==> src/rtl/reg_dump_reader.sv <==
// rtl/reg_dump_reader.sv - sequential register-file dump engine with valid/ready output
//
// Walks register addresses 0..NUM_REGS-1 on a dedicated register-file read
// port after a start pulse and streams each word out one beat at a time.
// Optional feature macro: REG_DUMP_CHECKSUM_EN appends an XOR checksum beat.
//
// Ports:
//   clk_i, rst_i          clock, synchronous active-low reset
//   start_i               begin a dump (honoured only while idle)
//   busy_o                dump in progress
//   rd_addr_o, rd_data_i  register-file read port (data is combinational)
//   dump_valid_o/ready_i  beat handshake
//   dump_addr_o/data_o    register address and value of the current beat
//   dump_last_o           final beat of the dump
//   done_o                one-cycle pulse after the final beat is accepted
module reg_dump_reader #(
  parameter int NUM_REGS = 32,
  parameter int ADDR_W   = 5,
  parameter int DATA_W   = 32
) (
  input  logic              clk_i,
  input  logic              rst_i,
  input  logic              start_i,
  output logic              busy_o,
  output logic [ADDR_W-1:0] rd_addr_o,
  input  logic [DATA_W-1:0] rd_data_i,
  output logic              dump_valid_o,
  input  logic              dump_ready_i,
  output logic [ADDR_W-1:0] dump_addr_o,
  output logic [DATA_W-1:0] dump_data_o,
  output logic              dump_last_o,
  output logic              done_o
);

`ifdef REG_DUMP_CHECKSUM_EN
  typedef enum logic [2:0] {S_IDLE, S_FETCH, S_HOLD, S_CSUM, S_DONE} state_t;
`else
  typedef enum logic [2:0] {S_IDLE, S_FETCH, S_HOLD, S_DONE} state_t;
`endif

  localparam logic [ADDR_W-1:0] LAST_ADDR = ADDR_W'(NUM_REGS - 1);

  state_t              state_q, state_d;
  logic                start_q, start_d;   // start accepted, FETCH begins next cycle
  logic [ADDR_W-1:0]   cnt_q, cnt_d;
  logic                valid_q, valid_d;
  logic [ADDR_W-1:0]   addr_q, addr_d;
  logic [DATA_W-1:0]   data_q, data_d;
  logic                last_q, last_d;
`ifdef REG_DUMP_CHECKSUM_EN
  logic [DATA_W-1:0]   csum_q, csum_d;
`endif

  always_comb begin
    state_d = state_q;
    start_d = start_q;
    cnt_d   = cnt_q;
    valid_d = valid_q;
    addr_d  = addr_q;
    data_d  = data_q;
    last_d  = last_q;
`ifdef REG_DUMP_CHECKSUM_EN
    csum_d  = csum_q;
`endif
    case (state_q)
      S_IDLE: begin
        cnt_d = '0;
`ifdef REG_DUMP_CHECKSUM_EN
        csum_d = '0;
`endif
        if (start_q) begin
          start_d = 1'b0;
          state_d = S_FETCH;
        end else begin
          start_d = start_i;
        end
      end
      S_FETCH: begin
        valid_d = 1'b1;
        addr_d  = cnt_q;
        data_d  = rd_data_i;
`ifdef REG_DUMP_CHECKSUM_EN
        last_d  = 1'b0;   // the checksum beat carries last instead
        csum_d  = csum_q ^ rd_data_i;
`else
        last_d  = (cnt_q == LAST_ADDR);
`endif
        state_d = S_HOLD;
      end
      S_HOLD: begin
        if (dump_ready_i) begin
          // Outputs return to zero between beats so idle/DONE cycles read clean.
          valid_d = 1'b0;
          addr_d  = '0;
          data_d  = '0;
          last_d  = 1'b0;
          if (cnt_q != LAST_ADDR) begin
            cnt_d   = cnt_q + ADDR_W'(1);
            state_d = S_FETCH;
          end else begin
`ifdef REG_DUMP_CHECKSUM_EN
            valid_d = 1'b1;
            data_d  = csum_q;
            last_d  = 1'b1;
            state_d = S_CSUM;
`else
            state_d = S_DONE;
`endif
          end
        end
      end
`ifdef REG_DUMP_CHECKSUM_EN
      S_CSUM: begin
        if (dump_ready_i) begin
          valid_d = 1'b0;
          data_d  = '0;
          last_d  = 1'b0;
          state_d = S_DONE;
        end
      end
`endif
      S_DONE: begin
        cnt_d   = '0;
        state_d = S_IDLE;
      end
      default: state_d = S_IDLE;
    endcase
  end

  always_ff @(posedge clk_i) begin
    if (!rst_i) begin
      state_q <= S_IDLE;
      start_q <= 1'b0;
      cnt_q   <= '0;
      valid_q <= 1'b0;
      addr_q  <= '0;
      data_q  <= '0;
      last_q  <= 1'b0;
`ifdef REG_DUMP_CHECKSUM_EN
      csum_q  <= '0;
`endif
    end else begin
      state_q <= state_d;
      start_q <= start_d;
      cnt_q   <= cnt_d;
      valid_q <= valid_d;
      addr_q  <= addr_d;
      data_q  <= data_d;
      last_q  <= last_d;
`ifdef REG_DUMP_CHECKSUM_EN
      csum_q  <= csum_d;
`endif
    end
  end

  assign busy_o       = start_q || (state_q != S_IDLE);
  assign rd_addr_o    = cnt_q;
  assign dump_valid_o = valid_q;
  assign dump_addr_o  = addr_q;
  assign dump_data_o  = data_q;
  assign dump_last_o  = last_q;
  assign done_o       = (state_q == S_DONE);

endmodule

==> config.mk <==
export PLATFORM = sky130hd
export DESIGN_NAME = reg_dump_reader
export DESIGN_NICKNAME = d
export VERILOG_FILES = /design/src/rtl/reg_dump_reader.sv
export SDC_FILE = /design/constraint.sdc
export NUM_CORES = 1
export LEC_CHECK = 0
export BUFFER_PORTS_ARGS = -buffer_cell sky130_fd_sc_hd__buf_2
export CORE_ASPECT_RATIO = 1.5
export CORE_UTILIZATION = 34
export CTS_BUF_LIST = sky130_fd_sc_hd__clkbuf_4 sky130_fd_sc_hd__clkbuf_8
export CTS_CLUSTER_SIZE = 20
export DETAILED_ROUTE_END_ITERATION = 7
export HOLD_SLACK_MARGIN = 0.15
export PLACE_DENSITY = 0.63
export SLEW_MARGIN = 40
export SYNTH_ARGS = -nofsm -noshare
export SYNTH_HDL_FRONTEND = slang
export SYNTH_SLANG_ARGS = --single-unit
==> constraint.sdc <==
create_clock -name clk_i -period 2.05 [get_ports clk_i]
set_input_delay 0.3075 -clock clk_i [delete_from_list [all_inputs] [get_ports clk_i]]
set_output_delay 0.3075 -clock clk_i [all_outputs]
set_load 0.02 [all_outputs]
Word level (Yosys, flattened, before mapping)
Index checks and enable logic that the tools add are counted.

cells by class
  add/subtract/negate cells = 1
  eq/ne operators = 8
  muxes and demuxes = 15
  reduce and logical (&&, ||, !) cells = 9

operator list
  cell                                                                   count
  32-bit case mux with 2 select lines                                    1
  32-bit 2-to-1 mux                                                      1
  5-bit case mux with 2 select lines                                     2
  5-bit 2-to-1 mux                                                       3
  3-bit case mux with 3 select lines                                     1
  3-bit by 2-bit equality test with 1-bit output, second input constant  2
  3-bit 2-to-1 mux                                                       2
  2-bit != test, second input constant                                   3
  5-bit by 1-bit adder with 5-bit output, second input constant          1
  5-bit equality test, second input constant                             1
  5-bit != test, second input constant                                   1
  1-bit case mux with 2 select lines                                     2
  2-bit AND reduction                                                    2
  2-bit nonzero test                                                     2
  3-bit by 1-bit equality test with 1-bit output, second input constant  1
  3-bit logical NOT                                                      1
  3-bit AND reduction                                                    1
  3-bit nonzero test                                                     1
  1-bit 2-to-1 mux                                                       2
  2-bit 2-to-1 mux                                                       1
  2-bit OR reduction                                                     1
  1-bit logical OR                                                       1

storage, ports and cells
  flip-flop bits (word level) = 48
  input bits = 36

Depth between registers and ports, before layout
Gate-level depths: netlist of run 1.

  depth in word-level cells = 4
  gate-level depth with buffers = 7
  gate-level depth less buffers = 6

Worst setup path after synthesis of run 1
Ideal clock, no wire load.

  path type = reg-to-reg
  start point = register cnt_q[0], in the netlist rd_addr_o[0]
  end point = register cnt_q[3], in the netlist rd_addr_o[3]
  setup time = 0.074 ns
  arrival = 1.795 ns
  path slack = 0.181 ns
  cell stages (with the launch flop) = 7
  path buffers = 0
  cells stage by stage = dfxtp_1 ha_1 and3_1 ha_1 nand3b_4 or4_1 a31oi_1

on the way
  word-level cells in the longest chain between the ends = 4

ends and longest elaborated chain
  item                                    RTL line  RTL
  start: declaration                      45        logic [ADDR_W-1:0] cnt_q, cnt_d;
  start signal: assignment                145       cnt_q <= cnt_d;
  5-bit by 1-bit adder with 5-bit output  98        cnt_d = cnt_q + ADDR_W'(1);
  5-bit 2-to-1 mux                        97        if (cnt_q != LAST_ADDR) begin
  5-bit 2-to-1 mux                        91        if (dump_ready_i) begin
  5-bit case mux with 2 select lines      65        case (state_q)

Several ways; a longest one is shown, not always the timed one. The select of a mux whose other input is x is not followed.
A chain may end at the register's enable or synchronous reset.

Worst setup path after layout of run 1
Ends and elaborated chain as after synthesis.

==> results.py, run 1 <==
metrics = {
    "pwr": {
        "p_leak_nw": 1.15,
        "p_seq_share_pct": 39.4,
        "p_switching_mw": 1.13,
        "p_total_mw": 2.92,
        "power_frac_comb_pct": 40.2,
        "ir_worst_vdd_mv": 0.418,
        "p_clk_share_pct": 20.4,
        "power_density_nw_per_um2": 1120,
        "p_int_mw": 1.79,
        "p_sw_share_pct": 38.8,
    },
    "detailed_routing": {
        "drt_iter0_markers": 94,
        "first_pass_iters": 4,
        "via_per_inst": 4.96,
        "vias": 1879,
        "routed_wirelength_um": 4930,
        "wl_per_cell_um": 13.0,
        "drc": 0,
        "ant_nets": 0,
    },
    "floorplan": {
        "die_h_um": 96.1,
        "die_width_um": 64.8,
        "rows": 33,
        "io_pins": 82,
        "dieArea_sq_um": 6220,
        "initial_core_util_pct": 36.0,
        "core_sq_um": 5570,
    },
    "critical_path": {
        "path_class": "reg2reg",
        "crit_chain": "ha_1 > and3_1 > ha_1 > nand3b_4 > or4_1 > a31oi_1",
        "max_stage_delay_ns": 0.49,
        "startpoint_type": "flip-flop",
        "crit_path_end_kind": "flip-flop",
        "crit_arrival_ns": 2.16,
        "r2r_cells": 6,
        "cp_max_fo": 8,
        "required_ns": 2.28,
        "crit_top_cell": "ha_1",
        "crit_path_top_delay_cell": "or4_1",
    },
    "global_route": {
        "antenna_found_initial": 0,
        "grt_pass1_vias": 1635,
        "grt_max_degree": 39,
        "grt_overflow_total": 0,
        "grt_pass1_wl_um": 7650,
        "grtUsageTotal_pct": 16.0,
    },
    "clock_tree": {
        "numCtsBuffers": 5,
        "clock-sinks": 47,
        "clkSlewWorstSetupHoldPaths_ns": 0.09,
        "clock_path_buffers": 2,
        "root_buffer": "clkbuf_8",
        "htree_levels": 2,
        "cts_hold_buffers": 0,
        "cts_resized": 0,
        "clock_latency_ns": 0.30,
        "tritoncts": "done",
        "cts_setup_buffers": 0,
    },
    "layout": {
        "final_common_cell": "buf_2",
        "drive_above_1_share_pct": 32.7,
        "nNetsFinal": 351,
        "mostFrequentLayoutCells": "81 x buf_2, 47 x dfxtp_1, 42 x a21oi_1, 39 x nand2_1, 38 x nand3b_1",
        "area_growth_pct": 30.0,
        "n_fill_cell": 574,
        "antennaDiodeCount": 0,
    },
    "placement": {
        "routabilityCongestion": 0.721,
        "place_ws_ns": 0.129,
        "dpl.hpwl_um": 3380,
        "port_buffers": 81,
    },
    "yosys": {
        "ys_types": 31,
        "yosysSeqAreaShare_pct": 46.9,
        "ys_warn_count": 0,
        "syn-num-nets": 273,
        "ys_ff_latch": 47,
        "syn_avg_cell_area_sq_um": 8.73,
        "yosysTopAreaCellShare_pct": 46.9,
        "syn_area_sq_um": 2010,
        "syn_inst": 230,
        "ys_top_cells_by_area": "dfxtp_1 47%, nand3b_1 14%, a21oi_1 10%",
        "yosysTopAreaCell": "dfxtp_1",
    },
    "status": {
        "status": "complete, no violations",
    },
    "timing": {
        "tightest_slew_ns": 0.501,
        "setup_violations": 0,
        "slew_violations": 0,
        "rsz0062_at_grt": "no",
        "fmax_ghz": 0.520,
        "min_period_ns": 1.92,
        "fin_setup_tns_ns": 0,
        "hold_viol_final": 0,
        "fin_skew_ns": 0.00659,
        "fin_crit_sh_pct": 93.9,
        "slew-limit-headroom_pct": 66.6,
        "setup_slack_ns": 0.125,
    },
    "worst_hold_path": {
        "min_path_cells": 3,
        "hp-class": "in2reg",
    },
    "flow_run": {
        "drv_cap": 0,
    },
}
==> synth_stat cells, drive strengths merged <==
master,n
nand3,4
inv,6
and4b,1
and3,1
clkbuf,8
a21oi,42
or4,4
nand2,40
a31oi,2
or2,1
o21ai,2
dfxtp,47
buf,9
nand4b,1
nor2,5
ha,7
nand3b,39
and2b,2
nor2b,2
o2111ai,1
a32oi,2
o211ai,1
mux2i,1
nand2b,1
nand4,1
==> layout make-up <==
cell class / instances / area [sq um] / share of cell area (%)
Sequential cell: 47 / 941 / 36.0
Clock inverter: 2 / 16.3 / 0.623
Inverter: 6 / 22.5 / 0.863
Clock buffer: 6 / 82.6 / 3.16
Tap cell: 70 / 87.6 / 3.36
Timing Repair Buffer: 88 / 483 / 18.5
Multi-Input combinational cell: 160 / 977 / 37.4
==> state kept, by name, summed over array words and instances (netlist names) <==
register	flops
dump_data_o	32
dump_addr_o	5
rd_addr_o	5
state_q	2
dump_last_o	1
dump_valid_o	1
start_q	1
==> cell families after synthesis <==
kind of cell,after synthesis,share of synthesized area (%)
AND/OR/NAND/NOR,102,29.9
adder cells (fa/ha/maj),7,4.36
multiplexers,1,0.498
AO/OA/AOI/OAI,50,13.3
buffers and inverters,23,5.11
flip-flops,47,46.9
==> through the flow <==
step | hold WS [ns] | area (sq um) | util (%) | instances
after floorplan | 0.447 | 2010 | - | 230
after global placement | 0.435 | 2510 | 45.1 | 371
after detailed placement | 0.441 | 2510 | 45.1 | 371
after CTS | 0.223 | 2610 | 46.8 | 379
after global routing | 0.253 | 2610 | 46.8 | 379
final | 0.233 | 2610 | 46.8 | 379
==> power by group through the flow <==
stage	clock network (mW)	logic, mW	registers, mW
floorplan	0	0.641	1.33
global placement	0	1.18	1.17
detailed placement	0	1.19	1.17
CTS	0.623	1.19	1.15
global route	0.661	1.31	1.17
finish	0.596	1.17	1.15
==> per-layer routing <==
layer  vias to the layer above  wire, um  global-route usage [%]  share of wire, %
li1                        946         -                       -                 -
met3                         7       278                    4.38               5.6
met2                        56      2390                    27.4                48
met1                       870      2190                    18.4                44
met4                         0        72                    7.22               1.5
met5                         -         0                       0                 0
==> critical path, delay by kind of cell (launching register included) <==
| kind | cells | cell delay [ns] |
|---|---|---|
| adders and majority gates | 2 | 0.47 |
| and+or+nand+nor | 3 | 0.89 |
| DFF | 1 | 0.37 |
| AOI/OAI and AO/OA | 1 | 0.13 |
==> worst paths after layout <==
check	slack, ns	from	to
max reg2reg	0.13	rd_addr_o[0]$_SDFFE_PN0P_	rd_addr_o[3]$_SDFFE_PN0P_
max	0.13	rd_addr_o[0]$_SDFFE_PN0P_	rd_addr_o[3]$_SDFFE_PN0P_
min reg2reg	0.45	dump_data_o[9]$_SDFFE_PN0P_	dump_data_o[9]$_SDFFE_PN0P_
min	0.23	start_i	start_q$_SDFFE_PN0P_
(Power assumes the default switching activity.)
==> inputs of run 2 (changes only) <==
- RECOVER_POWER: not set -> 25
==> results.py, run 2 (synthesized netlist as in run 1, its figures left out) <==
metrics = {
    "global_route": {
        "grt_pass1_wl_um": 7650,
        "grt_busiest_layer": "met2",
        "antenna_found_initial": 0,
        "grtUsageTotal_pct": 16.0,
        "grt_overflow_total": 0,
        "globalRouteMet1Util_pct": 18.4,
        "met3_usage_pct": 4.38,
        "use_met2_pct": 27.4,
        "grt_pass1_vias": 1635,
        "grt_max_degree": 39,
    },
    "timing": {
        "hold_viol_final": 0,
        "rsz0062_at_grt": "no",
        "fin_skew_ns": 0.00687,
        "fmax_ghz": 0.519,
        "min_period_ns": 1.92,
        "tightest_slew_ns": 0.501,
        "slew_violations": 0,
        "setup_violations": 0,
        "fin_crit_sh_pct": 93.9,
        "fin_setup_tns_ns": 0,
        "slew-limit-headroom_pct": 66.6,
    },
    "placement": {
        "routabilityCongestion": 0.721,
        "dpl.hpwl_um": 3380,
        "port_buffers": 81,
        "place_inst": 371,
    },
    "floorplan": {
        "io_pins": 82,
        "dieArea_sq_um": 6220,
        "core_sq_um": 5570,
        "die_width_um": 64.8,
        "die_h_um": 96.1,
        "initial_core_util_pct": 36.0,
        "rows": 33,
    },
    "detailed_routing": {
        "first_pass_iters": 4,
        "vias": 1879,
        "drc": 0,
        "routed_wirelength_um": 4970,
        "drt_iter0_markers": 89,
        "wl_per_cell_um": 13.1,
        "ant_nets": 0,
        "via_per_inst": 4.96,
    },
    "status": {
        "status": "complete, no violations",
    },
    "worst_hold_path": {
        "whs_endpoint": "start_q$_SDFFE_PN0P_",
        "min_path_cells": 3,
        "hp-class": "in2reg",
        "min_from": "start_i",
    },
    "clock_tree": {
        "numCtsBuffers": 5,
        "clock_latency_ns": 0.30,
        "cts_setup_buffers": 0,
        "clkSlewWorstSetupHoldPaths_ns": 0.09,
        "clock_path_buffers": 2,
        "clock-sinks": 47,
        "htree_levels": 2,
        "root_buffer": "clkbuf_8",
        "cts_resized": 0,
        "tritoncts": "done",
        "cts_hold_buffers": 0,
    },
    "critical_path": {
        "r2r_end": "rd_addr_o[3]$_SDFFE_PN0P_",
        "crit-reg2reg-launch": "rd_addr_o[0]$_SDFFE_PN0P_",
        "crit_path_end_kind": "flip-flop",
        "reg2reg_slack_ns": 0.13,
        "required_ns": 2.28,
        "cp_max_fo": 8,
        "path_class": "reg2reg",
        "r2r_cells": 6,
        "startpoint_type": "flip-flop",
        "crit_arrival_ns": 2.16,
    },
    "pwr": {
        "ir_worst_vdd_mv": 0.415,
        "p_leak_nw": 1.05,
        "power_density_nw_per_um2": 1120,
    },
    "layout": {
        "multi_input_area_sq_um": 977,
        "final-seq-area_sq_um": 941,
        "nNetsFinal": 351,
        "mostFrequentLayoutCells": "58 x buf_2, 47 x dfxtp_1, 42 x a21oi_1, 39 x nand2_1, 38 x nand3b_1",
        "drive_above_1_share_pct": 25.2,
        "n_fill_cell": 586,
        "largest_reg_flops": 32,
        "antennaDiodeCount": 0,
        "fin_cells": 379,
        "final_common_cell": "buf_2",
        "area_growth_pct": 28.5,
    },
    "flow_run": {
        "drv_cap": 0,
    },
}
## run 2: changes by cell type in the layout (fill, tap and decap cells not counted), sizes merged
cell    before  now
clkbuf       6   29
buf         88   65
## run 2: how the worst max path moves through the flow
stage / start / endpoint / depth (start not counted)
finish: rd_addr_o[0]$_SDFFE_PN0P_ / rd_addr_o[3]$_SDFFE_PN0P_ / 6
global route: rd_addr_o[0]$_SDFFE_PN0P_ / rd_addr_o[3]$_SDFFE_PN0P_ / 6
CTS: rd_addr_o[0]$_SDFFE_PN0P_ / rd_addr_o[3]$_SDFFE_PN0P_ / 6
detailed placement: rd_addr_o[0]$_SDFFE_PN0P_ / rd_addr_o[3]$_SDFFE_PN0P_ / 6
global placement: rd_addr_o[0]$_SDFFE_PN0P_ / rd_addr_o[3]$_SDFFE_PN0P_ / 6
floorplan: rd_addr_o[0]$_SDFFE_PN0P_ / rd_addr_o[3]$_SDFFE_PN0P_ / 6
## run 2: layout make-up
| type | count | area share, % |
|---|---|---|
| inverters | 6 | 0.873 |
| flip-flops and latches | 47 | 36.5 |
| clock buffers | 6 | 3.20 |
| repair buffers | 88 | 17.6 |
| multi-input cells | 160 | 37.9 |
| clock inverters | 2 | 0.630 |
| well taps | 70 | 3.39 |
## run 2: metal layers
layer	part of all wire, %	wire length, um	up-vias
met5	0	0	-
met4	1.4	72	0
met2	48	2380	56
met3	6.0	296	7
li1	-	-	947
met1	45	2220	869
## run 2: per-stage QoR
step	setup WS (ns)	utilization [%]	power (mW)	hold WS, ns	cell area, sq um
after global placement	0.201	45.1	2.34	0.435	2510
after global routing	0.00847	46.3	3.12	0.253	2580
after CTS	0.118	46.8	2.97	0.223	2610
after floorplan	0.181	-	1.97	0.447	2010
after detailed placement	0.129	45.1	2.36	0.441	2510
final	0.125	46.3	2.90	0.233	2580
## run 2: report_power, final
part / internal (mW) / switching [mW] / total, mW
Combinational: 0.419 / 0.733 / 1.15
Clock: 0.276 / 0.321 / 0.596
Sequential: 1.07 / 0.0857 / 1.15
## run 2: worst max-delay path, stage by stage, from the launching register on
cell and delay (ns):
dfxtp_1 0.37, ha_1 0.24, and3_1 0.19, ha_1 0.23, nand3b_4 0.21, or4_1 0.49, a31oi_1 0.13
==> inputs of run 3 (changes only) <==
- PLACE_DENSITY: 0.63 -> 0.65
- clock period: 2.05 -> 1.7 ns (I/O delays scaled with it)
==> results.py, run 3 (synthesized netlist as in run 1, its figures left out) <==
metrics = {
    "floorplan": {
        "dieArea_sq_um": 6220,
        "die_h_um": 96.1,
        "initial_core_util_pct": 36.0,
        "core_sq_um": 5570,
        "rows": 33,
        "io_pins": 82,
        "die_width_um": 64.8,
    },
    "timing": {
        "tightest_slew_ns": 0.338,
        "holdWs_ns": 0.191,
        "rsz0062_at_grt": "yes",
        "setup_slack_ns": 0.0168,
        "fin_setup_tns_ns": 0,
        "setup_violations": 0,
        "fmax_ghz": 0.594,
        "hold_viol_final": 0,
        "slew_violations": 0,
        "min_period_ns": 1.68,
        "fin_crit_sh_pct": 99.0,
        "fin_skew_ns": 0.00536,
        "slew-limit-headroom_pct": 77.5,
    },
    "clock_tree": {
        "clkSlewWorstSetupHoldPaths_ns": 0.08,
        "clock_path_buffers": 2,
        "root_buffer": "clkbuf_8",
        "numCtsBuffers": 5,
        "cts_hold_buffers": 0,
        "clock_latency_ns": 0.29,
        "clock-sinks": 47,
        "htree_levels": 2,
        "tritoncts": "done",
    },
    "layout": {
        "drive_above_1_share_pct": 31.5,
        "stdcell_area_sq_um": 2720,
        "fin_util_pct": 48.8,
        "fin_cells": 391,
        "multi_input_area_sq_um": 1010,
        "n_fill_cell": 580,
        "area_growth_pct": 35.5,
        "mostFrequentLayoutCells": "58 x buf_2, 43 x dfxtp_1, 42 x a21oi_1, 39 x nand2_1, 38 x nand3b_1",
        "nNetsFinal": 364,
        "antennaDiodeCount": 0,
        "final-seq-area_sq_um": 948,
        "largest_reg_flops": 32,
        "final_common_cell": "buf_2",
    },
    "detailed_routing": {
        "top_layer_used": "met4",
        "route.met2.wl_um": 2570,
        "ant_nets": 0,
        "vias": 1910,
        "met3_length_um": 252,
        "routed_wirelength_um": 5040,
        "via_per_inst": 4.88,
        "first_pass_iters": 4,
        "met1_length_um": 2140,
        "drc": 0,
        "wl_per_cell_um": 12.9,
        "drt_iter0_markers": 106,
    },
    "placement": {
        "port_buffers": 81,
        "routabilityCongestion": 0.844,
        "place_inst": 382,
        "dpl.hpwl_um": 3540,
        "post_dp_cell_area_sq_um": 2590,
        "place_ws_ns": 0.0106,
    },
    "global_route": {
        "grt_pass1_wl_um": 7660,
        "antenna_found_initial": 0,
        "grt_pass1_vias": 1698,
        "grtUsageTotal_pct": 15.9,
        "grt_overflow_total": 0,
        "grt_max_degree": 39,
    },
    "worst_hold_path": {
        "hp-class": "in2reg",
    },
    "critical_path": {
        "cp_max_fo": 3,
        "required_ns": 1.92,
        "startpoint_type": "flip-flop",
        "crit_path_end_kind": "flip-flop",
        "crit_arrival_ns": 1.90,
        "path_class": "reg2reg",
    },
    "pwr": {
        "ir_worst_vdd_mv": 0.789,
        "p_leak_nw": 1.12,
        "p_total_mw": 3.70,
        "power_density_nw_per_um2": 1360,
    },
    "status": {
        "status": "complete, no violations",
    },
    "flow_run": {
        "drv_cap": 0,
    },
}
## run 3: cell count changes in the layout (fill, tap and decap cells not counted), moves of 2 or more
cell / before / now
buf_4: 5 / 20
dfxtp_1: 47 / 43
ha_1: 7 / 3
dfxtp_2: 0 / 3
ha_2: 0 / 2
ha_4: 0 / 2
## run 3: path summary, 6_finish.rpt
kind,from,to,slack (ns),cells past startpoint
worst max-delay path,rd_addr_o[0]$_SDFFE_PN0P_,rd_addr_o[3]$_SDFFE_PN0P_,0.02,6
worst min-delay path,start_i,start_q$_SDFFE_PN0P_,0.19,3
worst max register to register,rd_addr_o[0]$_SDFFE_PN0P_,rd_addr_o[3]$_SDFFE_PN0P_,0.02,6
worst min register to register,dump_data_o[16]$_SDFFE_PN0P_,dump_data_o[16]$_SDFFE_PN0P_,0.45,2
## run 3: routing by layer
layer	vias to the layer above	track usage, %
met1	873	17.8
met3	4	2.96
met5	-	0
met2	61	28.2
li1	972	-
met4	0	8.52
## run 3: power by group
| part | internal (mW) | switching (mW) | total [mW] |
|---|---|---|---|
| clock network | 0.447 | 0.345 | 0.792 |
| registers | 1.29 | 0.0902 | 1.38 |
| logic | 0.603 | 0.926 | 1.53 |
| total | 2.34 | 1.36 | 3.70 |
## run 3: area by class of cell
| cell class | instances | area share, % |
|---|---|---|
| Clock buffer | 6 | 2.80 |
| Clock inverter | 1 | 1.10 |
| Inverter | 6 | 0.828 |
| Multi-Input combinational cell | 160 | 37.2 |
| Sequential cell | 47 | 34.9 |
| Tap cell | 70 | 3.22 |
| Timing Repair Buffer | 101 | 20.0 |
## run 3: timing repair
item / 4_1_cts / 5_1_grt
endpoints found under the setup margin: 1 / 7
gates resized for setup: 5 / 4
cloned: 0 / 0
buffers inserted: 0 / 2
pin swaps: 0 / 3
## run 3: worst max-delay path, stage by stage (launching register included)
cell and delay [ns]:
dfxtp_4 0.36, ha_4 0.16, and3_4 0.18, ha_4 0.15
nand3b_4 0.14, or4_1 0.46, a31oi_1 0.16
